==> src/rtl/decode_issue_buffer.sv <==
// decode_issue_buffer: decodes fetched instructions, resolves operands and queues them for issue.
// Ports: clk/rst (async, active-low), rdy (global enable), clr (flush); in_* fetch side;
// rs*_reg_pos/reg_* register-file lookup; rob_* ROB lookup and allocation; cdb_* result snoop;
// out_* head entry toward RS/LSB; count = buffered entries.
// Optional: ISSUE_BUF_BYPASS_EN lets an instruction entering an empty buffer appear on out_* in the same cycle.
module decode_issue_buffer #(
    parameter int DEPTH    = 4,
    parameter int CDB_NUM  = 2,
    parameter int TAG_W    = 5,
    parameter int OPENUM_W = 6
) (
    input  logic                     clk,
    input  logic                     rst,
    input  logic                     rdy,
    input  logic                     clr,
    input  logic                     in_valid,
    output logic                     in_ready,
    input  logic [31:0]              in_inst,
    input  logic [OPENUM_W-1:0]      in_openum,
    input  logic [31:0]              in_pc,
    input  logic                     in_pred_jump,
    input  logic                     in_rs_en,
    input  logic                     in_lsb_en,
    output logic [4:0]               rs1_reg_pos,
    output logic [4:0]               rs2_reg_pos,
    input  logic [31:0]              reg_rs1_val,
    input  logic [31:0]              reg_rs2_val,
    input  logic [TAG_W-1:0]         reg_rs1_tag,
    input  logic [TAG_W-1:0]         reg_rs2_tag,
    output logic [TAG_W-1:0]         rob_rs1_tag,
    output logic [TAG_W-1:0]         rob_rs2_tag,
    input  logic                     rob_rs1_ready,
    input  logic                     rob_rs2_ready,
    input  logic [31:0]              rob_rs1_val,
    input  logic [31:0]              rob_rs2_val,
    input  logic [TAG_W-1:0]         rob_next_pos,
    output logic                     rob_alloc,
    input  logic [CDB_NUM-1:0]       cdb_valid,
    input  logic [CDB_NUM*TAG_W-1:0] cdb_tag,
    input  logic [CDB_NUM*32-1:0]    cdb_val,
    output logic                     out_valid,
    input  logic                     out_ready,
    output logic [OPENUM_W-1:0]      out_openum,
    output logic [4:0]               out_rd,
    output logic [31:0]              out_rs1_val,
    output logic [TAG_W-1:0]         out_rs1_tag,
    output logic [31:0]              out_rs2_val,
    output logic [TAG_W-1:0]         out_rs2_tag,
    output logic [31:0]              out_imm,
    output logic [31:0]              out_pc,
    output logic                     out_pred_jump,
    output logic                     out_store,
    output logic [TAG_W-1:0]         out_rob_pos,
    output logic                     out_rs_en,
    output logic                     out_lsb_en,
    output logic [$clog2(DEPTH):0]   count
);
    localparam int PW = $clog2(DEPTH);
    localparam int CW = PW + 1;

    typedef struct packed {
        logic [OPENUM_W-1:0] op;
        logic [4:0]          rd;
        logic [31:0]         v1;
        logic [TAG_W-1:0]    t1;
        logic [31:0]         v2;
        logic [TAG_W-1:0]    t2;
        logic [31:0]         imm;
        logic [31:0]         pc;
        logic                pj;
        logic                st;
        logic [TAG_W-1:0]    rob;
        logic                rs;
        logic                lsb;
    } ent_t;

    // Returns {tag, val}; a pending tag picks up the lowest-index matching broadcast.
    function automatic logic [TAG_W+31:0] snoop(input logic [TAG_W-1:0] t, input logic [31:0] v);
        snoop = {t, v};
        for (int k = CDB_NUM - 1; k >= 0; k--)
            if (t != '0 && cdb_valid[k] && cdb_tag[k*TAG_W +: TAG_W] == t)
                snoop = {{TAG_W{1'b0}}, cdb_val[k*32 +: 32]};
    endfunction

    function automatic logic [TAG_W+31:0] resolve(input logic [TAG_W-1:0] t, input logic [31:0] rv,
                                                  input logic rr, input logic [31:0] bv);
        return (t == '0) ? {t, rv} : rr ? {{TAG_W{1'b0}}, bv} : snoop(t, 32'd0);
    endfunction

    ent_t             mem [DEPTH];
    ent_t             snp [DEPTH];
    ent_t             dec;
    ent_t             head_e;
    logic [DEPTH-1:0] vld;
    logic [PW-1:0]    head;
    logic [PW-1:0]    tail;
    logic             enq;
    logic             deq;
    logic             byp;
    logic             wr;
    logic             pop;
    logic [6:0]       opc;
    logic             is_i;
    logic             is_s;
    logic             is_b;
    logic             is_j;
    logic             is_u;

    assign rs1_reg_pos = in_inst[19:15];
    assign rs2_reg_pos = in_inst[24:20];
    assign rob_rs1_tag = reg_rs1_tag;
    assign rob_rs2_tag = reg_rs2_tag;

    assign opc  = in_inst[6:0];
    assign is_i = opc == 7'b0000011 || opc == 7'b0010011 || opc == 7'b1100111;
    assign is_s = opc == 7'b0100011;
    assign is_b = opc == 7'b1100011;
    assign is_j = opc == 7'b1101111;
    assign is_u = opc == 7'b0110111 || opc == 7'b0010111;

    always_comb begin
        dec = '0;
        dec.op = in_openum;
        dec.rd = (is_s || is_b) ? 5'd0 : in_inst[11:7];
        {dec.t1, dec.v1} = (is_j || is_u) ? '0 : resolve(reg_rs1_tag, reg_rs1_val, rob_rs1_ready, rob_rs1_val);
        {dec.t2, dec.v2} = (is_i || is_j || is_u) ? '0 : resolve(reg_rs2_tag, reg_rs2_val, rob_rs2_ready, rob_rs2_val);
        dec.imm = is_i ? {{20{in_inst[31]}}, in_inst[31:20]} :
                  is_s ? {{20{in_inst[31]}}, in_inst[31:25], in_inst[11:7]} :
                  is_b ? {{19{in_inst[31]}}, in_inst[31], in_inst[7], in_inst[30:25], in_inst[11:8], 1'b0} :
                  is_j ? {{11{in_inst[31]}}, in_inst[31], in_inst[19:12], in_inst[20], in_inst[30:21], 1'b0} :
                  is_u ? {in_inst[31:12], 12'b0} : 32'd0;
        dec.pc = in_pc;
        dec.pj = in_pred_jump;
        dec.st = is_s;
        dec.rob = rob_next_pos;
        dec.rs = in_rs_en;
        dec.lsb = in_lsb_en;
    end

    // Snooped view of every entry: feeds both the storage update and the head forwarding path.
    always_comb begin
        for (int i = 0; i < DEPTH; i++) begin
            snp[i] = mem[i];
            {snp[i].t1, snp[i].v1} = snoop(mem[i].t1, mem[i].v1);
            {snp[i].t2, snp[i].v2} = snoop(mem[i].t2, mem[i].v2);
        end
    end

    assign in_ready  = rst && rdy && !clr && (count < CW'(DEPTH));
    assign enq       = in_valid && in_ready;
    assign rob_alloc = enq;
`ifdef ISSUE_BUF_BYPASS_EN
    assign byp = enq && count == '0;
`else
    assign byp = 1'b0;
`endif
    assign out_valid = rdy && !clr && (vld[head] || byp);
    assign deq       = out_valid && out_ready;
    // A bypassed instruction consumed in the same cycle never occupies a slot.
    assign wr        = enq && !(byp && deq);
    assign pop       = deq && !byp;
    assign head_e    = byp ? dec : snp[head];

    assign {out_openum, out_rd, out_rs1_val, out_rs1_tag, out_rs2_val, out_rs2_tag, out_imm, out_pc,
            out_pred_jump, out_store, out_rob_pos, out_rs_en, out_lsb_en} = out_valid ? head_e : '0;

    always_ff @(posedge clk or negedge rst) begin
        if (!rst) begin
            head  <= '0;
            tail  <= '0;
            count <= '0;
            vld   <= '0;
            for (int i = 0; i < DEPTH; i++) mem[i] <= '0;
        end else if (rdy) begin
            if (clr) begin
                head  <= '0;
                tail  <= '0;
                count <= '0;
                vld   <= '0;
            end else begin
                for (int i = 0; i < DEPTH; i++) mem[i] <= snp[i];
                if (wr) begin
                    mem[tail] <= dec;
                    vld[tail] <= 1'b1;
                    tail      <= tail + PW'(1);
                end
                if (pop) begin
                    vld[head] <= 1'b0;
                    head      <= head + PW'(1);
                end
                count <= count + CW'(wr) - CW'(pop);
            end
        end
    end
endmodule

==> config.mk <==
export PLATFORM = sky130hd
export DESIGN_NAME = decode_issue_buffer
export DESIGN_NICKNAME = d
export VERILOG_FILES = /design/src/rtl/decode_issue_buffer.sv
export SDC_FILE = /design/constraint.sdc
export NUM_CORES = 2
export LEC_CHECK = 0
export BUFFER_PORTS_ARGS = -buffer_cell sky130_fd_sc_hd__clkbuf_2
export CAP_MARGIN = 20
export CELL_PAD_IN_SITES_DETAIL_PLACEMENT = 2
export CELL_PAD_IN_SITES_GLOBAL_PLACEMENT = 2
export CORE_UTILIZATION = 39
export DETAILED_ROUTE_END_ITERATION = 16
export PLACE_DENSITY = 0.82
export SLEW_MARGIN = 20
export SYNTH_ARGS = -nofsm -noshare
export SYNTH_HDL_FRONTEND = slang
export SYNTH_SLANG_ARGS = --single-unit
==> constraint.sdc <==
create_clock -name clk -period 7.46 [get_ports clk]
set_input_delay 1.119 -clock clk [delete_from_list [all_inputs] [get_ports clk]]
set_output_delay 1.119 -clock clk [all_outputs]
set_load 0.01 [all_outputs]
==> results.sh <==
export IMPL_status="finished clean"
export IMPL_yosys_most_used_dff="dfrtp_1"
export IMPL_grt_max_degree=149
export IMPL_synth_top_area_cell="dfrtp_1"
export IMPL_synth_top_area_share_pct=39.34
export IMPL_power_leakage_uw=0.02050
export IMPL_port_buffers=483
export IMPL_ctsHtreeMaxLevel=3
export IMPL_reg2reg_slack_ps=2710
export IMPL_period_share_pct=78.22
export IMPL_max_cap_violations=0
export IMPL_cp_required_ps=6340
export IMPL_std_cell_rows=118
export IMPL_wl_met1_um=80900
export IMPL_grt_use_total_pct=39.62
export IMPL_root_buffer="clkbuf_16"
export IMPL_synth_seq_cells=643
export IMPL_hold_violations=0
export IMPL_seq_area_sq_um=16100
export IMPL_fmax_ghz=0.1714
export IMPL_startpoint_type="input pin"
export IMPL_yosys_cell_types_count=71
export IMPL_clockBufferDepth=3
export IMPL_cts_reportedPaths_clkPinSlew_ps=60
export IMPL_overflow=0
export IMPL_avgSynthCellArea_sq_um=8.682
export IMPL_clkLatencyLatePin_ps=680
export IMPL_vias=43910
export IMPL_synth_area_sq_um=40900
export IMPL_drtIter0Drc=3987
export IMPL_slew_viol_final=0
export IMPL_synth_most_common_cell="nand2_1"
export IMPL_ctsHoldBuffers=0
export IMPL_top_layer="met5"
export IMPL_antenna_found_initial=27
export IMPL_instances_no_fill=6256
export IMPL_yosys_warnings=0
export IMPL_reg2reg_from="head[1]"
export IMPL_yosysSeqAreaShare_pct=39.34
export IMPL_post_route_drc_count=0
export IMPL_syn_nets=5022
export IMPL_core_area_sq_um=103800
export IMPL_gp_congestion=0.8984
export IMPL_maxSlewHeadroom_pct=17.97
export IMPL_synthTopCellsByCount="1083 x nand2_1, 643 x dfrtp_1, 432 x o21ai_0, 416 x clkbuf_1, 406 x o211ai_1"
export IMPL_dr_wl_met3_um=17500
export IMPL_grt_setup_unrepaired="no"
export IMPL_cp_end_kind="output pin"
export IMPL_die_x_um=325.8
export IMPL_drt_first_pass_iters=5
export IMPL_cts_buffers=80
export IMPL_reg2reg_depth=12
export IMPL_fin_worst_skew_ps=41.55
export IMPL_async_reset_ff_share_pct=100.0
export IMPL_drive_gt1_share_pct=17.90
export IMPL_grt_pass1_wl_um=317400
export IMPL_area_growth_pct=13.49
export IMPL_final_nets=5113
export IMPL_cts_tree="done"
export IMPL_fillers=11380
export IMPL_ir_worst_vdd_mv=0.1580
export IMPL_wirelength_um=214900
export IMPL_route_met2_wl_um=99130
export IMPL_synthCells=4711
export IMPL_crit_path_max_fanout=19
export IMPL_cts_resized=0
export IMPL_period_needed_ps=5835
export IMPL_crit_type="in -> out"
export IMPL_hpwl_um=133900
export IMPL_tightest_slew_ps=1231
export IMPL_crit_arrival_ps=4720
export IMPL_hold_path_class="in -> async"
export IMPL_multi_input_area_sq_um=22420
export IMPL_power_density_nw_per_um2=252.4
export IMPL_vias_per_cell=7.018
export IMPL_die_y_um=325.8
export IMPL_ys_top_cells_by_area="dfrtp_1 39%, nand2_1 9.9%, o211ai_1 7.5%"
export IMPL_ioPinCount=484
export IMPL_grt_pass1_vias=46520
export IMPL_cts_setup_buffers=0
export IMPL_setup_tns_ps=0
export IMPL_start_util_pct=39.41
export IMPL_synth_edf_count=0
export IMPL_die_area_sq_um=106200
export IMPL_wl_per_cell_um=34.35
export IMPL_place_inst=6099
export IMPL_finalSetupViolations=0
export IMPL_clock_sinks=643
export IMPL_reg2reg_to="count[2]"
export IMPL_postLayoutCoreUtil_pct=44.72
export IMPL_drtAntennaViolNets=0
## critical path: stages
cell	delay [ps]
clkbuf_2	380
xor2_1	230
or4_1	1030
nor2_1	950
a21oi_1	220
a21o_1	230
nand4_1	330
clkbuf_2	220
## state kept, by name, indices dropped and copies added (netlist names)
register and cells:
mem 632, vld 4, head 2, count 3
tail 2
## how the worst max path moves through the flow
stage                     startpoint               to  slack [ps]
after floorplan           cdb_tag[5]  out_rs1_val[21]        3340
after global placement    cdb_tag[7]   out_rs1_tag[1]        2000
after detailed placement  cdb_tag[7]   out_rs1_tag[1]        1880
after CTS                   mem[427]   out_rs1_tag[1]        1830
after global routing      cdb_tag[6]   out_rs1_tag[4]        1630
final                     cdb_tag[7]   out_rs1_val[1]        1630
## report_power, final
part | switching [uW] | internal, uW | leakage [uW]
Combinational | 1850 | 1150 | 0.0104
Sequential | 493 | 4120 | 0.00875
Clock | 1750 | 2360 | 0.00132
## layout make-up
| type | count | area share [%] |
|---|---|---|
| Antenna cell | 11 | 0.05930 |
| Clock buffer | 119 | 5.019 |
| Clock inverter | 26 | 0.7763 |
| Inverter | 70 | 0.5660 |
| Multi-Input combinational cell | 3429 | 48.29 |
| Sequential cell | 643 | 34.68 |
| Tap cell | 1380 | 3.720 |
| Timing Repair Buffer | 578 | 6.889 |
## through the flow
step	total power (uW)	worst slack (ps)	hold slack [ps]	instance area, sq um
2_1_floorplan	6425	3339	440.3	40900
3_3_place_gp	7330	1998	451.7	43660
3_5_place_dp	7525	1880	462.8	43670
4_1_cts	11680	1828	419.6	46360
5_1_grt	12150	1629	451.1	46410
6_report	11720	1625	405.7	46420
## logic make-up after synthesis
family	after synthesis	synth area share (%)
AO/OA/AOI/OAI	1674	30.24
AND/OR/NAND/NOR	1537	16.35
flip-flops	643	39.34
buffers and inverters	639	6.354
multiplexers	105	5.176
XOR/XNOR	102	2.184
adder cells (fa/ha/maj)	11	0.3549
## per-layer routing
metal	vias to the layer above	global-route usage, %
met5	-	0
met4	28	29.76
met3	787	8.495
met2	2408	62.59
met1	22750	47.46
li1	17930	-
## placed cells by master (no fill, tap or decap), types with 29 or more instances in the layout
cell type / count
a221o_1: 104
o21ai_0: 432
nand2b_1: 30
xnor2_1: 77
a22o_1: 41
o2111ai_1: 108
mux4_2: 85
a32oi_1: 143
o22ai_1: 43
clkbuf_2: 482
o211ai_1: 406
and3_1: 89
o311ai_0: 37
nand4_1: 71
a21o_1: 49
clkbuf_16: 81
buf_4: 90
inv_1: 70
o221ai_1: 95
o311a_1: 29
nor2_1: 119
dfrtp_1: 641
a21oi_1: 67
nand2_1: 1078
Power figures use the tool's default switching activity.
